### src/rtl/gem_clct_match_sched_if.sv
// Handshake and bus bundle between the candidate source/encoder/match stage
// and the GEM-CLCT match scheduler.
interface gem_clct_match_sched_if #(
  parameter int unsigned MAX_CAND = 16,
  parameter int unsigned IDXW     = 4
);
  logic                    start;
  logic [10*MAX_CAND-1:0]  cand_pri;
  logic [MAX_CAND-1:0]     cand_vld;
  logic [79:0]             enc_pri;
  logic [9:0]              enc_pri_best;
  logic [2:0]              enc_win_best;
  logic                    busy;
  logic                    start_drop;
  logic                    out_valid;
  logic                    out_ready;
  logic                    out_found;
  logic [9:0]              out_pri;
  logic [IDXW-1:0]         out_idx;
  logic [IDXW:0]           out_ncand;

  modport master (
    output start, cand_pri, cand_vld, enc_pri_best, enc_win_best, out_ready,
    input  enc_pri, busy, start_drop, out_valid, out_found, out_pri, out_idx, out_ncand
  );

  modport slave (
    input  start, cand_pri, cand_vld, enc_pri_best, enc_win_best, out_ready,
    output enc_pri, busy, start_drop, out_valid, out_found, out_pri, out_idx, out_ncand
  );
endinterface

### src/rtl/gem_clct_match_sched.sv
// Drives the 8-input bending-angle minimum encoder over MAX_CAND candidates,
// one batch per clock, and keeps the global minimum across batches.
module gem_clct_match_sched #(
  parameter int unsigned MAX_CAND  = 16,
  parameter int unsigned IDXW      = 4,
  parameter logic [9:0]  ANGLE_MAX = 10'd511
) (
  input  logic                   clock,
  input  logic                   reset_n,
  gem_clct_match_sched_if.slave  bus
);

  localparam int unsigned NB = MAX_CAND / 8;
  localparam int unsigned BW = (NB > 1) ? $clog2(NB) : 1;
  localparam int unsigned NW = IDXW + 1;
  localparam logic [9:0]  SENTINEL = 10'h3FF;

  typedef enum logic [1:0] {IDLE, ISSUE, DRAIN, DONE} state_t;

  state_t          state_q;
  logic [79:0]     cand_q [NB];
  logic [BW-1:0]   batch_q;
  logic [9:0]      best_q;
  logic [IDXW-1:0] idx_q;
  logic [79:0]     enc_pri_q;
  logic            busy_q, start_drop_q, out_valid_q, out_found_q;
  logic [9:0]      out_pri_q;
  logic [IDXW-1:0] out_idx_q;
  logic [NW-1:0]   out_ncand_q;

  logic [79:0]     masked [NB];
  logic [NW-1:0]   ncand;
  logic [BW-1:0]   batch_nxt;
  logic [BW-1:0]   cmp_b;
  logic            cmp_en;
  logic [9:0]      best_d;
  logic [IDXW-1:0] idx_d;

  // Masked snapshot of the candidate inputs and surviving-entry count
  always_comb begin
    ncand = '0;
    for (int b = 0; b < NB; b++) begin
      masked[b] = '1;
      for (int j = 0; j < 8; j++) begin
        if (bus.cand_vld[8*b+j] && (bus.cand_pri[10*(8*b+j) +: 10] <= ANGLE_MAX)) begin
          masked[b][10*j +: 10] = bus.cand_pri[10*(8*b+j) +: 10];
          ncand = ncand + NW'(1);
        end
      end
    end
  end

  // Encoder result visible now belongs to the batch issued one clock earlier
  always_comb begin
    batch_nxt = batch_q + BW'(1);
    cmp_en    = ((state_q == ISSUE) && (batch_q != '0)) || (state_q == DRAIN);
    cmp_b     = (state_q == DRAIN) ? BW'(NB - 1) : (batch_q - BW'(1));
    best_d    = best_q;
    idx_d     = idx_q;
    if (cmp_en && (bus.enc_pri_best < best_q)) begin
      best_d = bus.enc_pri_best;
      idx_d  = IDXW'({cmp_b, bus.enc_win_best});
    end
  end

  always_ff @(posedge clock or negedge reset_n) begin
    if (!reset_n) begin
      state_q      <= IDLE;
      for (int b = 0; b < NB; b++) cand_q[b] <= '1;
      batch_q      <= '0;
      best_q       <= SENTINEL;
      idx_q        <= '0;
      enc_pri_q    <= '0;
      busy_q       <= 1'b0;
      start_drop_q <= 1'b0;
      out_valid_q  <= 1'b0;
      out_found_q  <= 1'b0;
      out_pri_q    <= SENTINEL;
      out_idx_q    <= '0;
      out_ncand_q  <= '0;
    end else begin
      start_drop_q <= bus.start && (state_q != IDLE);
      case (state_q)
        IDLE: begin
          if (bus.start) begin
            cand_q      <= masked;
            enc_pri_q   <= masked[0];
            batch_q     <= '0;
            best_q      <= SENTINEL;
            idx_q       <= '0;
            out_ncand_q <= ncand;
            busy_q      <= 1'b1;
            state_q     <= ISSUE;
          end
        end
        ISSUE: begin
          best_q <= best_d;
          idx_q  <= idx_d;
          if (batch_q == BW'(NB - 1)) begin
            state_q <= DRAIN;
          end else begin
            batch_q   <= batch_nxt;
            enc_pri_q <= cand_q[batch_nxt];
          end
        end
        DRAIN: begin
          best_q      <= best_d;
          idx_q       <= idx_d;
          out_pri_q   <= best_d;
          out_idx_q   <= idx_d;
          out_found_q <= (best_d != SENTINEL);
          out_valid_q <= 1'b1;
          state_q     <= DONE;
        end
        DONE: begin
          if (bus.out_ready) begin
            out_valid_q <= 1'b0;
            busy_q      <= 1'b0;
            state_q     <= IDLE;
          end
        end
        default: state_q <= IDLE;
      endcase
    end
  end

  assign bus.enc_pri    = enc_pri_q;
  assign bus.busy       = busy_q;
  assign bus.start_drop = start_drop_q;
  assign bus.out_valid  = out_valid_q;
  assign bus.out_found  = out_found_q;
  assign bus.out_pri    = out_pri_q;
  assign bus.out_idx    = out_idx_q;
  assign bus.out_ncand  = out_ncand_q;

endmodule

### src/flat_wrapper.sv
// flat-port wrapper written by rule: the top's interface ports become plain ports
module gem_clct_match_sched_flat 
#(
  parameter int unsigned MAX_CAND  = 16,
  parameter int unsigned IDXW      = 4,
  parameter logic [9:0]  ANGLE_MAX = 10'd511
)
  (clock, reset_n, bus_start, bus_cand_pri, bus_cand_vld, bus_enc_pri_best, bus_enc_win_best, bus_out_ready, bus_enc_pri, bus_busy, bus_start_drop, bus_out_valid, bus_out_found, bus_out_pri, bus_out_idx, bus_out_ncand);
  gem_clct_match_sched_if #(.MAX_CAND(MAX_CAND), .IDXW(IDXW)) bus_i ();
  input  logic clock;
  input  logic reset_n;
  input wire logic [$bits(bus_i.start)-1:0] bus_start;
  input wire logic [$bits(bus_i.cand_pri)-1:0] bus_cand_pri;
  input wire logic [$bits(bus_i.cand_vld)-1:0] bus_cand_vld;
  input wire logic [$bits(bus_i.enc_pri_best)-1:0] bus_enc_pri_best;
  input wire logic [$bits(bus_i.enc_win_best)-1:0] bus_enc_win_best;
  input wire logic [$bits(bus_i.out_ready)-1:0] bus_out_ready;
  output wire logic [$bits(bus_i.enc_pri)-1:0] bus_enc_pri;
  output wire logic [$bits(bus_i.busy)-1:0] bus_busy;
  output wire logic [$bits(bus_i.start_drop)-1:0] bus_start_drop;
  output wire logic [$bits(bus_i.out_valid)-1:0] bus_out_valid;
  output wire logic [$bits(bus_i.out_found)-1:0] bus_out_found;
  output wire logic [$bits(bus_i.out_pri)-1:0] bus_out_pri;
  output wire logic [$bits(bus_i.out_idx)-1:0] bus_out_idx;
  output wire logic [$bits(bus_i.out_ncand)-1:0] bus_out_ncand;
  assign bus_i.start = bus_start;
  assign bus_i.cand_pri = bus_cand_pri;
  assign bus_i.cand_vld = bus_cand_vld;
  assign bus_i.enc_pri_best = bus_enc_pri_best;
  assign bus_i.enc_win_best = bus_enc_win_best;
  assign bus_i.out_ready = bus_out_ready;
  assign bus_enc_pri = bus_i.enc_pri;
  assign bus_busy = bus_i.busy;
  assign bus_start_drop = bus_i.start_drop;
  assign bus_out_valid = bus_i.out_valid;
  assign bus_out_found = bus_i.out_found;
  assign bus_out_pri = bus_i.out_pri;
  assign bus_out_idx = bus_i.out_idx;
  assign bus_out_ncand = bus_i.out_ncand;
  gem_clct_match_sched #(.MAX_CAND(MAX_CAND), .IDXW(IDXW), .ANGLE_MAX(ANGLE_MAX)) u_core (.clock(clock), .reset_n(reset_n), .bus(bus_i));
endmodule
### config.mk
export PLATFORM = sky130hd
export DESIGN_NAME = gem_clct_match_sched_flat
export DESIGN_NICKNAME = d
export VERILOG_FILES = /design/src/rtl/gem_clct_match_sched_if.sv /design/src/rtl/gem_clct_match_sched.sv /design/src/flat_wrapper.sv
export SDC_FILE = /design/constraint.sdc
export NUM_CORES = 1
export LEC_CHECK = 0
export BUFFER_PORTS_ARGS = -buffer_cell sky130_fd_sc_hd__buf_2
export CORE_UTILIZATION = 24
export CTS_CLUSTER_SIZE = 8
export DETAILED_ROUTE_END_ITERATION = 6
export PLACE_DENSITY = 0.53
export SYNTH_ARGS = -nofsm -noshare
export SYNTH_HDL_FRONTEND = slang
export SYNTH_SLANG_ARGS = --single-unit
### constraint.sdc
create_clock -name clock -period 3.99 [get_ports clock]
set_clock_uncertainty 0.15 [all_clocks]
set_input_delay 0.1995 -clock clock [delete_from_list [all_inputs] [get_ports clock]]
set_output_delay 0.1995 -clock clock [all_outputs]
set_load 0.05 [all_outputs]
==> results of run 1 <==
logic make-up (layout without fill, tap and decap cells):
group / count (synthesis) / after routing
flops: 201 / 201
compound gates: 338 / 338
buf+inv: 114 / 691
mux: 37 / 37
other cells: 0 / 2
xor+xnor: 55 / 55
fa+ha+maj: 31 / 31
simple gates: 420 / 420
routing by layer:
metal / GRT usage (%) / wire [um] / vias to the layer above
li1: - / - / 5249
met1: 20.9 / 17500 / 5140
met2: 27.3 / 18600 / 290
met3: 3.11 / 1980 / 60
met4: 4.44 / 878 / 0
met5: 0 / 0 / -
final timing paths:
check | start | end | cells past startpoint
setup / recovery | bus_cand_pri[9] | u_core.bus.out_ncand[4]$_DFFE_PN0P_ | 45
hold / removal | bus_cand_vld[15] | u_core.bus.out_ncand[1]$_DFFE_PN0P_ | 4
setup reg to reg | u_core.best_q[1]$_DFFE_PN1P_ | u_core.best_q[2]$_DFFE_PN1P_ | 14
hold reg to reg | u_core.bus.out_ncand[3]$_DFFE_PN0P_ | u_core.bus.out_ncand[3]$_DFFE_PN0P_ | 2
max in group asynchronous | reset_n | u_core.cand_q[27]$_DFFE_PN1P_ | 3
min in group asynchronous | reset_n | u_core.bus.enc_pri[6]$_DFFE_PN0P_ | 2
sequential cells by signal, indices dropped and copies added (netlist names):
name and count:
u_core.bus.out_valid 1, u_core.state_q 2, u_core.bus.out_found 1, u_core.bus.busy 1, u_core.idx_q 4, u_core.bus.start_drop 1
u_core.best_q 10, u_core.bus.out_pri 10, u_core.bus.enc_pri 80, u_core.batch_q 1, u_core.cand_q 81, u_core.bus.out_idx 4
u_core.bus.out_ncand 5
critical path, delay by kind of cell:
kind / cells / cell delay, ns
AND/OR/NAND/NOR: 11 / 1.55
multiplexers: 3 / 0.55
adder cells (fa/ha/maj): 8 / 2.05
AO/OA/AOI/OAI: 14 / 1.64
XOR/XNOR: 6 / 0.94
buffers and inverters: 3 / 0.29
synthesized netlist by cell type (9+ instances only):
cell type | n | area share, %
o22a_1 | 72 | 5.7
o21ai_0 | 18 | 0.82
mux2i_1 | 30 | 2.7
a21oi_1 | 196 | 8.9
nor2b_1 | 17 | 0.97
clkbuf_1 | 74 | 2.5
dfrtp_1 | 100 | 23
dfstp_2 | 101 | 24
nand2_1 | 56 | 1.9
nor2_1 | 282 | 9.6
xnor2_1 | 29 | 2.3
o21a_1 | 9 | 0.61
inv_1 | 27 | 0.92
nand2b_1 | 17 | 0.97
ha_1 | 30 | 3.4
through the flow:
stage | setup slack (ns) | hold WS (ns) | area (um^2)
2_1_floorplan | -3.13 | -0.246 | 11100
3_3_place_gp | -3.51 | 0.217 | 14000
3_5_place_dp | -3.63 | 0.228 | 14000
4_1_cts | -3.01 | 0.0138 | 16900
5_1_grt | -3.34 | 0.0659 | 17000
6_report | -2.97 | 0.0684 | 17000
cells in the final DEF (no fill, tap or decap), drive strengths merged, types with 3 or more instances in the layout:
cell type,count
nor2,282
o22a,72
o21a,9
mux2i,30
a31oi,4
dfstp,101
nor3,7
inv,29
nand3b,7
clkbuf,52
a21o,8
nand2,56
xnor3,7
xnor2,35
ha,30
dlygate4sd3,162
o211ai,3
xor2,12
nand3,8
mux2,7
nor2b,19
buf,443
clkinv,3
nand4,6
dfrtp,100
nand2b,17
a21oi,196
o22ai,3
nor4,4
or4,4
o21ai,23
power breakdown:
group	switching, uW	internal [uW]
registers	512	3320
clock network	947	1570
logic	4520	2650
total	5980	7550
area by class of cell:
class                   instances  area (um^2)
diodes                          2         5.00
repair buffers                605         4320
well taps                     600          751
clock inverters                 3         65.1
flip-flops and latches        201         5160
fillers                      4588        28300
multi-input cells             881         5710
clock buffers                  52          865
inverters                      31          116
repair_timing:
item / 4_1_cts / 5_1_grt
buffers inserted: 21 / 5
gates resized for setup: 21 / 20
hold buffers: 162 / 0
pin swaps: 21 / 14
endpoints found under the hold margin: 241 / 0
setup endpoints to repair: 4 / 4
==> results by group, run 1 <==
Setup path
  • Critical path class: in2reg
  • Worst endpoint required time: 4.26 ns
  • Max FO, Critical Path: 3
  • Worst R2R Setup Slack: 0.43 ns
  • CP most frequent cell: a21oi_2
  • Critical path endpoint category: flip-flop
  • Slowest cell delay on critical path: 0.43 ns
  • Crit start category: primary input
  • Slowest-stage cell, CP: or4_4
  • WP data arrival: ~7.2 ns

Place
  • RD Place Congestion: 0.832
  • Dpl cells: 2133
  • Dpl hpwl: 26200 um
  • # port buffers: 295

Logic synthesis
  • Main synth FF type: dfstp_2
  • Post-synthesis mux area share: between 3 and 4%
  • Synth Net Count: 1419
  • Main combinational cell family by area after synthesis: compound AO/OA/AOI/OAI gates
  • #FFs+latches synth: roughly 200
  • Simple-gate share of the synthesized area: 16.5%
  • Compound-Gate Fraction of Synth Area: 19.0%
  • EDFF count, synth: 0
  • Async SR Flop Fraction: 100%
  • Yosys Warn Count: 0
  • Synth Cell Area: 11000 um^2
  • Library cells used by synthesis: 67
  • Seq/Total Area, Yosys: ~47%
  • Syn Inst Count: about 1200
  • Post-synthesis xor/xnor area fraction: under 10%
  • Post-Synth Adder-Cell Area: 3.50%
  • Syn avg cell area: approximately 9.2 um^2

Route
  • Total wire length: 39000 um
  • 1st-iter DRT viols: 470
  • Routed vias/inst: 4.52
  • Number of remaining DRC errors: 0
  • Routed len/inst: ~16 um
  • ANT nets after route: 0
  • First-pass DRT Iterations: 5
  • Via count: 10700

Final layout
  • Final Util: 37.5%
  • Share of cells above drive strength 1: 36.7%
  • Area grow syn2layout: 54.5%
  • Final layout net count: roughly 2000
  • Finished Layout Cells: 2375

Power
  • P per Cell Area: 797 nW/um^2
  • Leak: 0.00748 uW
  • VDD IR max: slightly below 0.0004 V
  • Power Total: roughly 14000 uW

Clock network
  • CTS tree: built
  • Worst-Skew Late Latency: ~0.56 ns
  • Worst-path clk slew: ~0.050 ns
  • CTS buffer count: 30
  • Sink Count: 201
  • Deepest clock path buffer count: 3
  • H-tree depth: 1
  • Root buffer cell: clkbuf_16

Floorplan
  • I/O Pins: 296
  • Core area: between 40000 and 50000 um^2
  • Die area: 46700 um^2
  • Chip height: between 200 and 250 um
  • Initial Util: between 20 and 25%
  • Row Count: 78
  • Die width: 216 um

GRT
  • Largest net degree at the start of global routing: 122
  • Global-route wire length before repair: 60000 um
  • Overflow after GRT: 0
  • Vias in the first global route: 10900
  • Gr usage total: 16.2%
  • Antenna violations before repair: 2

Status
  • Status: finished with violations
  • Failing checks: setup timing

Timing
  • Final Setup Violations: 4
  • Setup ws final: -2.97 ns
  • Min Tclk post-route: 6.96 ns
  • Period utilisation layout: 174%
  • Worst slew pin tran: 1.03 ns
  • Slew Limit Fails: 0
  • Slew headroom: 31.4%
  • Max Clk Rate: 0.144 GHz
  • Final Hold Viols: 0
  • RSZ-0062 raised after global routing: yes
  • Setup TNS: -10.98 ns

Run
  • Max-cap violations: 0

Hold path
  • HP Class: in2reg
Note: power is estimated with default switching activity, not from simulation.
==> run 2: changes to the inputs <==
--- a/config.mk
+++ b/config.mk
@@ -6,6 +6,7 @@
 export NUM_CORES = 1
 export LEC_CHECK = 0
 export BUFFER_PORTS_ARGS = -buffer_cell sky130_fd_sc_hd__buf_2
+export CORE_ASPECT_RATIO = 1.75
 export CORE_UTILIZATION = 24
 export CTS_CLUSTER_SIZE = 8
 export DETAILED_ROUTE_END_ITERATION = 6
==> results by group, run 2 (synthesized netlist as in run 1, its figures left out) <==
Status
  • Status: finished with violations
  • Failing checks: setup timing

Clock network
  • Worst-Skew Late Latency: 0.57 ns
  • CTS tree: built
  • Root buffer cell: clkbuf_16
  • H-tree depth: 1
  • Sink Count: ~200
  • Deepest clock path buffer count: 3
  • Worst-path clk slew: 0.06 ns
  • CTS buffer count: 29

Final layout
  • Final instance area: 17000 um^2
  • Share of cells above drive strength 1: 37.3%
  • Finished Layout Cells: 2376
  • Layout fillers: between 4000 and 5000
  • Most common cell after layout, fill and taps aside: buf_2
  • Final layout net count: 1992
  • Max reg flops: 81
  • Largest register by flop count: u_core.cand_q
  • Area occupied by multi-input gates: 5730 um^2
  • Most frequent cells in the layout: 291 x buf_2, 279 x nor2_1, 188 x a21oi_1, 162 x dlygate4sd3_1, 158 x buf_4
  • Area grow syn2layout: 54.8%
  • Reg area: 5160 um^2

Timing
  • Setup ws final: -3.01 ns
  • Slew headroom: a little under two fifths
  • Slew Limit Fails: 0
  • Min Tclk post-route: 7.00 ns
  • Setup TNS: -10.85 ns
  • Final Setup Violations: 4
  • Worst slew pin tran: 0.941 ns
  • Max Clk Rate: 0.143 GHz
  • RSZ-0062 raised after global routing: yes
  • Period utilisation layout: 175%
  • Final Hold Viols: 0

Route
  • Total wire length: 40800 um
  • Number of remaining DRC errors: 0
  • First-pass DRT Iterations: 6
  • Routed len/inst: 17.2 um
  • 1st-iter DRT viols: 491
  • Routed vias/inst: 4.64
  • ANT nets after route: 0
  • Via count: 11000

Setup path
  • Worst r2r src: u_core.best_q[1]$_DFFE_PN1P_
  • Crit path from: bus_cand_pri[9]
  • R2R depth: 14
  • Critical path endpoint category: flip-flop
  • Max FO, Critical Path: 4
  • CP most frequent cell: ha_1
  • Worst R2R Setup Slack: 0.44 ns
  • Crit start category: primary input
  • Worst endpoint required time: 4.28 ns
  • Crit path capture: u_core.bus.out_ncand[4]$_DFFE_PN0P_
  • WP data arrival: 7.29 ns
  • Critical path class: in2reg
  • Terminus of the critical flop-to-flop path: u_core.best_q[6]$_DFFE_PN1P_
  • Slowest cell delay on critical path: 0.43 ns
  • Slowest-stage cell, CP: or4_4

GRT
  • Vias in the first global route: 11700
  • Gr usage total: 17.2%
  • Global-route wire length before repair: 62600 um
  • Antenna violations before repair: 8
  • Largest net degree at the start of global routing: 106
  • Overflow after GRT: 0

Floorplan
  • Initial Util: 24.4%
  • Core area: 45100 um^2
  • I/O Pins: 296
  • Die area: 46700 um^2
  • Row Count: 103
  • Chip height: 285 um
  • Die width: about 160 um

Hold path
  • HP Class: in2reg
  • Hold depth: 5

Place
  • RD Place Congestion: 0.884
  • Dpl cell area: 14100 um^2
  • Dpl cells: 2126
  • Dpl hpwl: approximately 28000 um
  • Setup WS pre-CTS: -3.63 ns
  • # port buffers: 295

Run
  • Max-cap violations: 0

Power
  • P per Cell Area: roughly 800 nW/um^2
  • VDD IR max: 0.000406 V
  • Power Total: 13500 uW
  • Leak: between 0.007 and 0.008 uW
[run 2: cell count changes in the layout (fill, tap and decap cells not counted), sizes merged]
cell,delta
buf,+19
bufinv,-2
diode,+6
inv,+1
[run 2: metrics by stage]
step,hold WS (ns),util [%]
after floorplan,-0.246,-
after global placement,0.218,31.3
after detailed placement,0.230,31.3
after CTS,0.0115,37.3
after global routing,0.0889,37.7
final,0.0524,37.7
[run 2: repair_timing]
action                                  CTS  global route
endpoints found under the setup margin    4             4
gates resized for setup                  24            23
pin swaps                                17            22
hold buffers                            162             0
hold endpoints to repair                228             0
buffers inserted                         30            14
[run 2: layout make-up]
cell class | count | share of cell area, %
inverters | 31 | 0.684
repair buffers | 625 | 26.1
flip-flops and latches | 201 | 30.3
diodes | 8 | 0.118
clock inverters | 2 | 0.169
well taps | 577 | 4.24
clock buffers | 51 | 4.75
multi-input cells | 881 | 33.7
[run 2: how the worst min path moves through the flow]
stage	startpoint	slack, ns	end
finish	bus_cand_pri[29]	0.05	u_core.bus.enc_pri[29]$_DFFE_PN0P_
global route	bus_cand_pri[29]	0.09	u_core.bus.enc_pri[29]$_DFFE_PN0P_
detailed placement	reset_n	0.23	u_core.bus.enc_pri[35]$_DFFE_PN0P_
global placement	reset_n	0.22	u_core.bus.enc_pri[35]$_DFFE_PN0P_
CTS	bus_cand_pri[29]	0.01	u_core.bus.enc_pri[29]$_DFFE_PN0P_
floorplan	reset_n	-0.25	u_core.batch_q$_DFFE_PN0P_
[run 2: layer usage]
layer  up-vias  GRT usage (%)  part of all wire (%)  wire length [um]
li1       5291              -                     -                 -
met1      5260           18.0                    36             14900
met2       356           31.8                    53             21800
met3       122           2.41                   4.3              1740
met4         0           10.9                   5.9              2400
met5         -              0                     0                 0
[run 2: critical path, delay by kind of cell]
| family | cells | cell delay, ns |
|---|---|---|
| AOI/OAI and AO/OA | 14 | 1.54 |
| xor gates and xnor gates | 6 | 0.97 |
| adders and majority gates | 8 | 2.10 |
| buffers and inverters | 3 | 0.28 |
| muxes | 3 | 0.56 |
| and+or+nand+nor | 10 | 1.64 |
[run 2: power breakdown]
group / total, uW / leakage, uW / internal, uW / switching [uW]
combinational: 7340 / 0.00499 / 2750 / 4600
sequential: 3850 / 0.00214 / 3320 / 530
clock: 2310 / 0.000397 / 1360 / 951
